### src/rtl/rca_4bit.sv
// Registered WIDTH-bit ripple-carry adder: {c_out, sum} = x + y + c_in, one-cycle latency.
// Define RCA_OVERFLOW_EN to add a registered two's-complement overflow output.
module rca_4bit #(
  parameter int WIDTH = 4
) (
  input  logic             clk,
  input  logic             rst,
  input  logic             in_valid,
  input  logic [WIDTH-1:0] x,
  input  logic [WIDTH-1:0] y,
  input  logic             c_in,
  output logic             out_valid,
  output logic [WIDTH-1:0] sum,
  output logic             c_out
`ifdef RCA_OVERFLOW_EN
  ,
  output logic             overflow
`endif
);

  // One full-adder cell; returns {carry_out, sum_bit}.
  function automatic logic [1:0] full_add(input logic a, input logic b, input logic ci);
    full_add = {(a & b) | (ci & (a ^ b)), a ^ b ^ ci};
  endfunction

  logic [WIDTH:0]   carry_s;
  logic [WIDTH-1:0] sum_s;

  logic             valid_q, valid_d;
  logic [WIDTH-1:0] sum_q, sum_d;
  logic             c_out_q, c_out_d;
`ifdef RCA_OVERFLOW_EN
  logic             ovf_q, ovf_d;
`endif

  // Carry ripples cell by cell from bit 0 to bit WIDTH-1.
  always_comb begin
    carry_s    = {(WIDTH+1){1'b0}};
    sum_s      = {WIDTH{1'b0}};
    carry_s[0] = c_in;
    for (int i = 0; i < WIDTH; i++) begin
      {carry_s[i+1], sum_s[i]} = full_add(x[i], y[i], carry_s[i]);
    end
  end

  // Next-state: load on valid input, otherwise hold the result and drop valid.
  always_comb begin
    valid_d = 1'b0;
    sum_d   = sum_q;
    c_out_d = c_out_q;
`ifdef RCA_OVERFLOW_EN
    ovf_d   = ovf_q;
`endif
    if (in_valid) begin
      valid_d = 1'b1;
      sum_d   = sum_s;
      c_out_d = carry_s[WIDTH];
`ifdef RCA_OVERFLOW_EN
      ovf_d   = carry_s[WIDTH] ^ carry_s[WIDTH-1];
`endif
    end else begin
      valid_d = 1'b0;
    end
  end

  // Output register with synchronous reset taking priority over in_valid.
  always_ff @(posedge clk) begin
    if (rst) begin
      valid_q <= 1'b0;
      sum_q   <= {WIDTH{1'b0}};
      c_out_q <= 1'b0;
`ifdef RCA_OVERFLOW_EN
      ovf_q   <= 1'b0;
`endif
    end else begin
      valid_q <= valid_d;
      sum_q   <= sum_d;
      c_out_q <= c_out_d;
`ifdef RCA_OVERFLOW_EN
      ovf_q   <= ovf_d;
`endif
    end
  end

  assign out_valid = valid_q;
  assign sum       = sum_q;
  assign c_out     = c_out_q;
`ifdef RCA_OVERFLOW_EN
  assign overflow  = ovf_q;
`endif

endmodule

### config.mk
export PLATFORM = sky130hd
export DESIGN_NAME = rca_4bit
export DESIGN_NICKNAME = d
export VERILOG_FILES = /design/src/rtl/rca_4bit.sv
export SDC_FILE = /design/constraint.sdc
export NUM_CORES = 1
export LEC_CHECK = 0
export ABC_AREA = 1
export CAP_MARGIN = 30
export CORE_AREA = 2 2 39 41
export DETAILED_ROUTE_END_ITERATION = 6
export DIE_AREA = 0 0 41 43
export PLACE_DENSITY_LB_ADDON = 0.2
export SLEW_MARGIN = 20
export SYNTH_ARGS = -nofsm -noshare
export SYNTH_HDL_FRONTEND = slang
export SYNTH_SLANG_ARGS = --single-unit
export TNS_END_PERCENT = 100
### constraint.sdc
create_clock -name clk -period 2.6 [get_ports clk]
set_input_delay 0.52 -clock clk [delete_from_list [all_inputs] [get_ports clk]]
set_output_delay 0.52 -clock clk [all_outputs]
set_load 0.03 [all_outputs]
* After elaboration in Yosys (flattened, before gate mapping)
Index checks and enable logic that the tools add are counted.
** Storage, ports and cells
- Word-level logic and storage cells :: 24
- Bits in registers :: 6
- Output and inout bits :: 6
** Cells by class
- Bitwise logic cells :: 20
- Multiplexer cells :: 1
** Operators by type and width (number)
- $and 1x1->1 :: 8
- $xor 1x1->1 :: 8
- $or 1x1->1 :: 4
- $mux 1 :: 1

* Longest topological paths before layout
Gate-level depths: netlist (run 1).
- Depth in word-level cells :: 9
- Depth in mapped cells :: 10
- Depth with buffers taken out :: 10

* Worst setup path after synthesis (run 1)
Ideal clock, no wire load.
- Path type :: input to register
- From :: in y[0]
- To :: reg sum_q[3], in the netlist sum[3]
- Setup slack :: 0.403 ns
- Data required time :: 2.536 ns
- Stages :: 10
- Data arrival time :: 2.133 ns
- Path buffers :: 0
- Path through :: inv_1 > fa_1 > inv_1 > fa_1 > fa_1 > inv_1 > fa_1 > nand2_1 > nand2_1 > nor2_1
** Between the ends
- Word-level cells in the longest chain between the ends :: 8
- Elaborated cells between the ends (all ways) :: 9
- Classes of those cells :: bitwise: 9
** Ends and longest elaborated chain
- start: declaration :: line 10 : input logic [WIDTH-1:0] y,
- $xor 1x1->1 :: line 23 : full_add = {(a & b) | (ci & (a ^ b)), a ^ b ^ ci};
- $and 1x1->1 :: line 23
- $or 1x1->1 (*) :: line 23
- $and 1x1->1 (*) :: line 23
- $or 1x1->1 (*) :: line 23
- $and 1x1->1 (*) :: line 23
- $or 1x1->1 (*) :: line 23
- $xor 1x1->1 (*) :: line 23
- end signal: assignment :: line 70 : sum_q <= {WIDTH{1'b0}};
- end signal: assignment :: line 77 : sum_q <= sum_d;
- end: declaration :: line 30 : logic [WIDTH-1:0] sum_q, sum_d;
Every way passes the cells marked *; elsewhere a longest branch is shown, timed or not.
A chain may end at the register's enable or synchronous reset.

* Worst setup path in the final report (run 1)
Same ends and word-level chain as after synthesis.

==> impl_metrics.csv, run 1 <==
group,metric,value,unit
outcome,status,"finished, final reports clean",
floorplan,core_area,0.00138,mm2
critical_path,crit_path_max_fanout,1,
critical_path,crit_family,"adder cells",
yosys,synth_top_area_cell,"dfxtp_1",
yosys,synth_top_cell_area_share,36.4,%
critical_path,crit_path_max_incr_delay,0.41,ns
power_and_ir_drop,p_switching,0.0000759,W
grt,grt_max_degree,10,
min_path,hold_path.class,"reg2reg",
detailed_routing,vias,276,
critical_path,slowest_stage,"fa_1",
detailed_routing,drtPass1Iterations,4,
clock_tree,cts_buffers,3,
layout,nets,76,
place,hpwl,469,um
floorplan,dieHeight,43,um
critical_path,startpoint,"y[0]",
sta,hold_viol,0,
detailed_routing,antenna_left,0,
power_and_ir_drop,powerDensity,507,mW/mm2
clock_tree,path_clk_slew,0.04,ns
layout,antennaDiodeCount,0,
critical_path,crit_path_end_kind,"flop",
power_and_ir_drop,p_leak,0.250,nW
grt,grtUsageTotal,8.09,%
critical_path,crit_chain,"clkdlybuf4s50_1, inv_1, fa_1, inv_1, fa_1, fa_1, inv_1, fa_1, nand2_1, nand2_1, nor2_1",
sta,tightest_slew,0.387,ns
yosys,synth_area_leaders,"dfxtp_1, fa_1, inv_1",
yosys,synth_area,330,um2
layout,final_cell_mix,"clkdlybuf4s50_1, inv_1, nor2_1, dfxtp_1, nand2_1",
floorplan,floorplan.initialDensity,23.9,%
grt,grt_pass1_vias,240,
sta,skew,0,ns
place,io_buffers,17,
clock_tree,cts_setup_buffers,0,
floorplan,die_area,0.00176,mm2
yosys,synth_cell_type_count,9,
sta,setup_viol,0,
clock_tree,cts.path.max_buffers,2,
critical_path,criticalPathCategory,"in2reg",
min_path,hp-start,"sum[3]",
critical_path,worst_ep_required_time,2.78,ns
clock_tree,htree_levels,1,
detailed_routing,routed_wl,567,um
sta,maxSlewViolCount,0,
yosys,avgSynthCellArea,8.47,um2
yosys,syn_nets,55,
sta,period_needed,2.45,ns
power_and_ir_drop,intPower,0.000194,W
clock_tree,cts-root-buf,"clkbuf_4",
sta,finalCritPeriodShare,94.1,%
detailed_routing,drc,0,
critical_path,reg2reg_from,"sum[1]",
layout,finalNonFillerCells,74,
layout,area_delta_synth_final,61.0,%
clock_tree,insertion_delay,0.24,ns
grt,gr-total-overflow,0,
power_and_ir_drop,peakVddDrop,0.000207,V
floorplan,io_pins,18,
yosys,syn_inst,39,
layout,final_layout_size_suffix_gt1_share,10.3,%
power_and_ir_drop,p_clk_share,31.1,%
critical_path,crit_path_start_kind,"primary input",
floorplan,die_w,41,um
flow_run,maxCapViolCount,0,
floorplan,rows,14,
place,gp_congestion,0.611,
layout,final_common_cell,"clkdlybuf4s50_1",
sta,slew_headroom,74.1,%
grt,antenna_found_initial,0,
clock_tree,cts_tree,"done",
detailed_routing,wl_per_cell,7.66,um
place,place_inst,71,
power_and_ir_drop,p_comb_share,30.2,%
yosys,ys_ff_latch,6,
sta,rsz0062_at_grt,"no",
detailed_routing,viasPerCell,3.73,
clock_tree,numClockSinks,6,
yosys,yosys_warnings,0,
clock_tree,postCtsResizedCells,0,
grt,grt_pass1_wl,938,um
critical_path,worstPathBufferInverterCount,4,
power_and_ir_drop,seqPwrFrac,38.7,%
yosys,seq_area_frac_synth,36.4,%
clock_tree,cts_hold_buf,0,
sta,achievable-frequency,409,MHz
power_and_ir_drop,swShare,28.1,%
critical_path,critical_path.most_common_cell,"fa_1",
critical_path,crit_arrival,2.63,ns
power_and_ir_drop,total_power,0.000270,W
detailed_routing,drt_iter0_drc,5,
==> synth_stat cells <==
library cell  number
clkinv_4           1
nand2_1            5
dfxtp_1            6
nor2_1             8
fa_1               4
o21ai_1            3
buf_6              1
inv_1              9
nor2_2             2
==> power groups by stage <==
stage	sequential, W	combinational, W	clock (W)
floorplan	0.000121	0.0000301	0
global placement	0.000106	0.0000823	0
detailed placement	0.000106	0.0000826	0
CTS	0.000104	0.0000827	0.0000873
global route	0.000105	0.0000891	0.0000919
finish	0.000104	0.0000814	0.0000839
==> tightest hold or removal path: cells and delay by family, from the launching register on <==
family           cells  cell delay (ns)
AND/OR/NAND/NOR      2             0.13
flip-flops           1             0.30
==> state kept, by name (all words and copies together) (netlist names) <==
register / flops
c_out: 1
out_valid: 1
sum: 4
==> logic make-up after synthesis <==
group	count (synthesis)	synth area share [%]
buffers and inverters	11	16.3
adder cells (fa/ha/maj)	4	24.2
AND/OR/NAND/NOR	15	18.6
AO/OA/AOI/OAI	3	4.54
flip-flops	6	36.4
==> path summary, 6_finish.rpt <==
kind / endpoint / slack (ns) / depth (start not counted)
setup / recovery: sum[3] / 0.15 / 11
hold / removal: sum[3] / 0.47 / 2
setup reg to reg: sum[1] / 2.01 / 2
hold reg to reg: sum[3] / 0.47 / 2
==> routing by layer <==
metal | global-route usage [%] | routed length (um)
met5 | 0 | 0
met4 | 6.00 | 0
met3 | 3.14 | 49
met2 | 10.0 | 267
met1 | 10.9 | 250
==> final cells by class <==
| cell class | count | area [um2] |
|---|---|---|
| Sequential cell | 6 | 120 |
| Fill cell | 155 | 852 |
| Timing Repair Buffer | 17 | 170 |
| Clock buffer | 3 | 22.5 |
| Multi-Input combinational cell | 22 | 156 |
| Tap cell | 16 | 20.0 |
| Inverter | 10 | 42.5 |
==> metrics by stage <==
step	util (%)	hold WS [ns]	cell area [um2]	setup WS, ns	setup TNS, ns
after floorplan	-	0.591	330	0.403	0
after global placement	36.8	0.464	509	-0.116	-0.116
after detailed placement	36.8	0.466	509	-0.123	-0.123
after CTS	38.4	0.472	532	0.128	0
after global routing	38.4	0.495	532	0.0430	0
final	38.4	0.469	532	0.153	0
Power figures use the tool's default switching activity.
==> run 2: changes to the inputs <==
--- a/config.mk
+++ b/config.mk
@@ -8,6 +8,7 @@
 export ABC_AREA = 1
 export CAP_MARGIN = 30
 export CORE_AREA = 2 2 39 41
+export CTS_CLUSTER_SIZE = 30
 export DETAILED_ROUTE_END_ITERATION = 6
 export DIE_AREA = 0 0 41 43
 export PLACE_DENSITY_LB_ADDON = 0.2
@@ -15,4 +16,3 @@
 export SYNTH_ARGS = -nofsm -noshare
 export SYNTH_HDL_FRONTEND = slang
 export SYNTH_SLANG_ARGS = --single-unit
-export TNS_END_PERCENT = 100
==> results of run 2 <==
Same layout as run 1: the final DEF is identical, and so are final timing and power.
==> run 3: changes to the inputs <==
--- a/config.mk
+++ b/config.mk
@@ -8,6 +8,7 @@
 export ABC_AREA = 1
 export CAP_MARGIN = 30
 export CORE_AREA = 2 2 39 41
+export CTS_BUF_LIST = sky130_fd_sc_hd__clkbuf_8 sky130_fd_sc_hd__clkbuf_16
 export CTS_CLUSTER_SIZE = 30
 export DETAILED_ROUTE_END_ITERATION = 6
 export DIE_AREA = 0 0 41 43
==> run 3 against run 2 <==
Non-clock buffer count unchanged. Maximum frequency down 1.5%. Global-route usage up 0.51 points. Flip-flop and latch count unchanged. Worst setup slack worse by 0.038 ns. Sequential power about the same. Core utilization up 1.4 points. Critical path depth unchanged. Clock power up 62%. Design area up 3.5%. Combinational power up 0.6%. Critical endpoint unchanged. Largest cell class unchanged. Largest power group is now clock.
==> impl_metrics.csv, run 3 (synthesized netlist as in run 1, its figures left out) <==
group,metric,value,unit
clock_tree,cts_setup_buffers,0,
sta,slew_headroom,74.0,%
place,hpwl,469,um
floorplan,die_w,41,um
place,io_buffers,17,
clock_tree,cts.path.max_buffers,2,
floorplan,dieHeight,43,um
detailed_routing,drc,0,
grt,grt_max_degree,10,
detailed_routing,vias,282,
clock_tree,htree_levels,1,
place,gp_congestion,0.611,
critical_path,crit_path_start_kind,"primary input",
sta,rsz0062_at_grt,"no",
detailed_routing,routed_wl,579,um
critical_path,criticalPathCategory,"in2reg",
sta,maxSlewViolCount,0,
layout,largest_reg_flops,4,
grt,antenna_found_initial,0,
grt,grt_pass1_wl,979,um
grt,grtUsageTotal,8.59,%
clock_tree,numClockSinks,6,
detailed_routing,antenna_left,0,
detailed_routing,drtPass1Iterations,3,
clock_tree,path_clk_slew,0.03,ns
flow_run,maxCapViolCount,0,
layout,nets,76,
sta,setup_viol,0,
outcome,status,"finished, final reports clean",
layout,area_delta_synth_final,66.7,%
grt,grt_pass1_vias,251,
sta,tightest_slew,0.389,ns
clock_tree,cts_tree,"done",
layout,antennaDiodeCount,0,
layout,final_cell_mix,"clkdlybuf4s50_1, inv_1, nor2_1, dfxtp_1, nand2_1",
sta,finalCritPeriodShare,95.6,%
power_and_ir_drop,p_leak,0.257,nW
sta,hold_viol,0,
critical_path,crit_path_end_kind,"flop",
layout,final_layout_size_suffix_gt1_share,10.3,%
sta,skew,0,ns
detailed_routing,viasPerCell,3.81,
floorplan,floorplan.initialDensity,23.9,%
clock_tree,cts_buffers,3,
floorplan,die_area,0.00176,mm2
power_and_ir_drop,peakVddDrop,0.000186,V
floorplan,rows,14,
clock_tree,cts_hold_buf,0,
floorplan,io_pins,18,
clock_tree,insertion_delay,0.22,ns
floorplan,core_area,0.00138,mm2
clock_tree,postCtsResizedCells,0,
sta,period_needed,2.48,ns
grt,gr-total-overflow,0,
critical_path,crit_arrival,2.64,ns
place,preCtsSetupSlack,-0.123,ns
min_path,hold_path.class,"reg2reg",
critical_path,crit_path_max_fanout,1,
detailed_routing,drt_iter0_drc,5,
critical_path,worst_ep_required_time,2.76,ns
sta,achievable-frequency,402,MHz
layout,final_common_cell,"clkdlybuf4s50_1",
sta,setup_ws,0.115,ns
critical_path,ff2ff_setup_slack,2.01,ns
layout,utilization,39.8,%
power_and_ir_drop,powerDensity,586,mW/mm2
clock_tree,cts-root-buf,"clkbuf_8",
detailed_routing,wl_per_cell,7.82,um
[run 3: cell count changes in the layout (fill, tap and decap cells not counted)]
cell,delta
clkbuf_8,+3
clkbuf_4,-3
[run 3: through the flow]
stage	cell area, um2	hold slack (ns)	power (W)	setup TNS (ns)	instances
6_report	551	0.471	0.000323	0	74
3_5_place_dp	509	0.466	0.000188	-0.123	71
4_1_cts	551	0.471	0.000327	0	74
2_1_floorplan	330	0.591	0.000152	0	39
3_3_place_gp	509	0.464	0.000188	-0.116	71
5_1_grt	551	0.493	0.000341	0	74
[run 3: routing by layer]
layer  global-route usage, %  share of wire (%)  vias to the layer above
met3                    4.71                8.1                        2
met4                    6.00                1.7                        0
met2                    10.6                 47                       13
met1                    10.9                 43                      119
li1                        -                  -                      148
met5                       0                  0                        -
[run 3: critical path: stages]
cell             delay (ns)
clkdlybuf4s50_1        0.39
inv_1                  0.08
fa_1                   0.17
inv_1                  0.05
fa_1                   0.37
fa_1                   0.36
inv_1                  0.08
fa_1                   0.42
nand2_1                0.08
nand2_1                0.05
nor2_1                 0.07
[run 3: area by class of cell]
| type | instances | area [um2] |
|---|---|---|
| Multi-Input combinational cell | 22 | 156 |
| Clock buffer | 3 | 41.3 |
| Tap cell | 16 | 20.0 |
| Sequential cell | 6 | 120 |
| Fill cell | 152 | 833 |
| Inverter | 10 | 42.5 |
| Timing Repair Buffer | 17 | 170 |
[run 3: power breakdown]
group,switching [W],internal (W),total [W]
Sequential,0.00000387,0.000101,0.000105
Clock,0.0000370,0.0000992,0.000136
Combinational,0.0000406,0.0000413,0.0000819
[run 3: worst paths after layout]
check	startpoint	endpoint	cells past startpoint
setup / recovery	y[0]	sum[3]	11
hold / removal	sum[3]	sum[3]	2
setup reg to reg	sum[1]	sum[1]	2
hold reg to reg	sum[3]	sum[3]	2
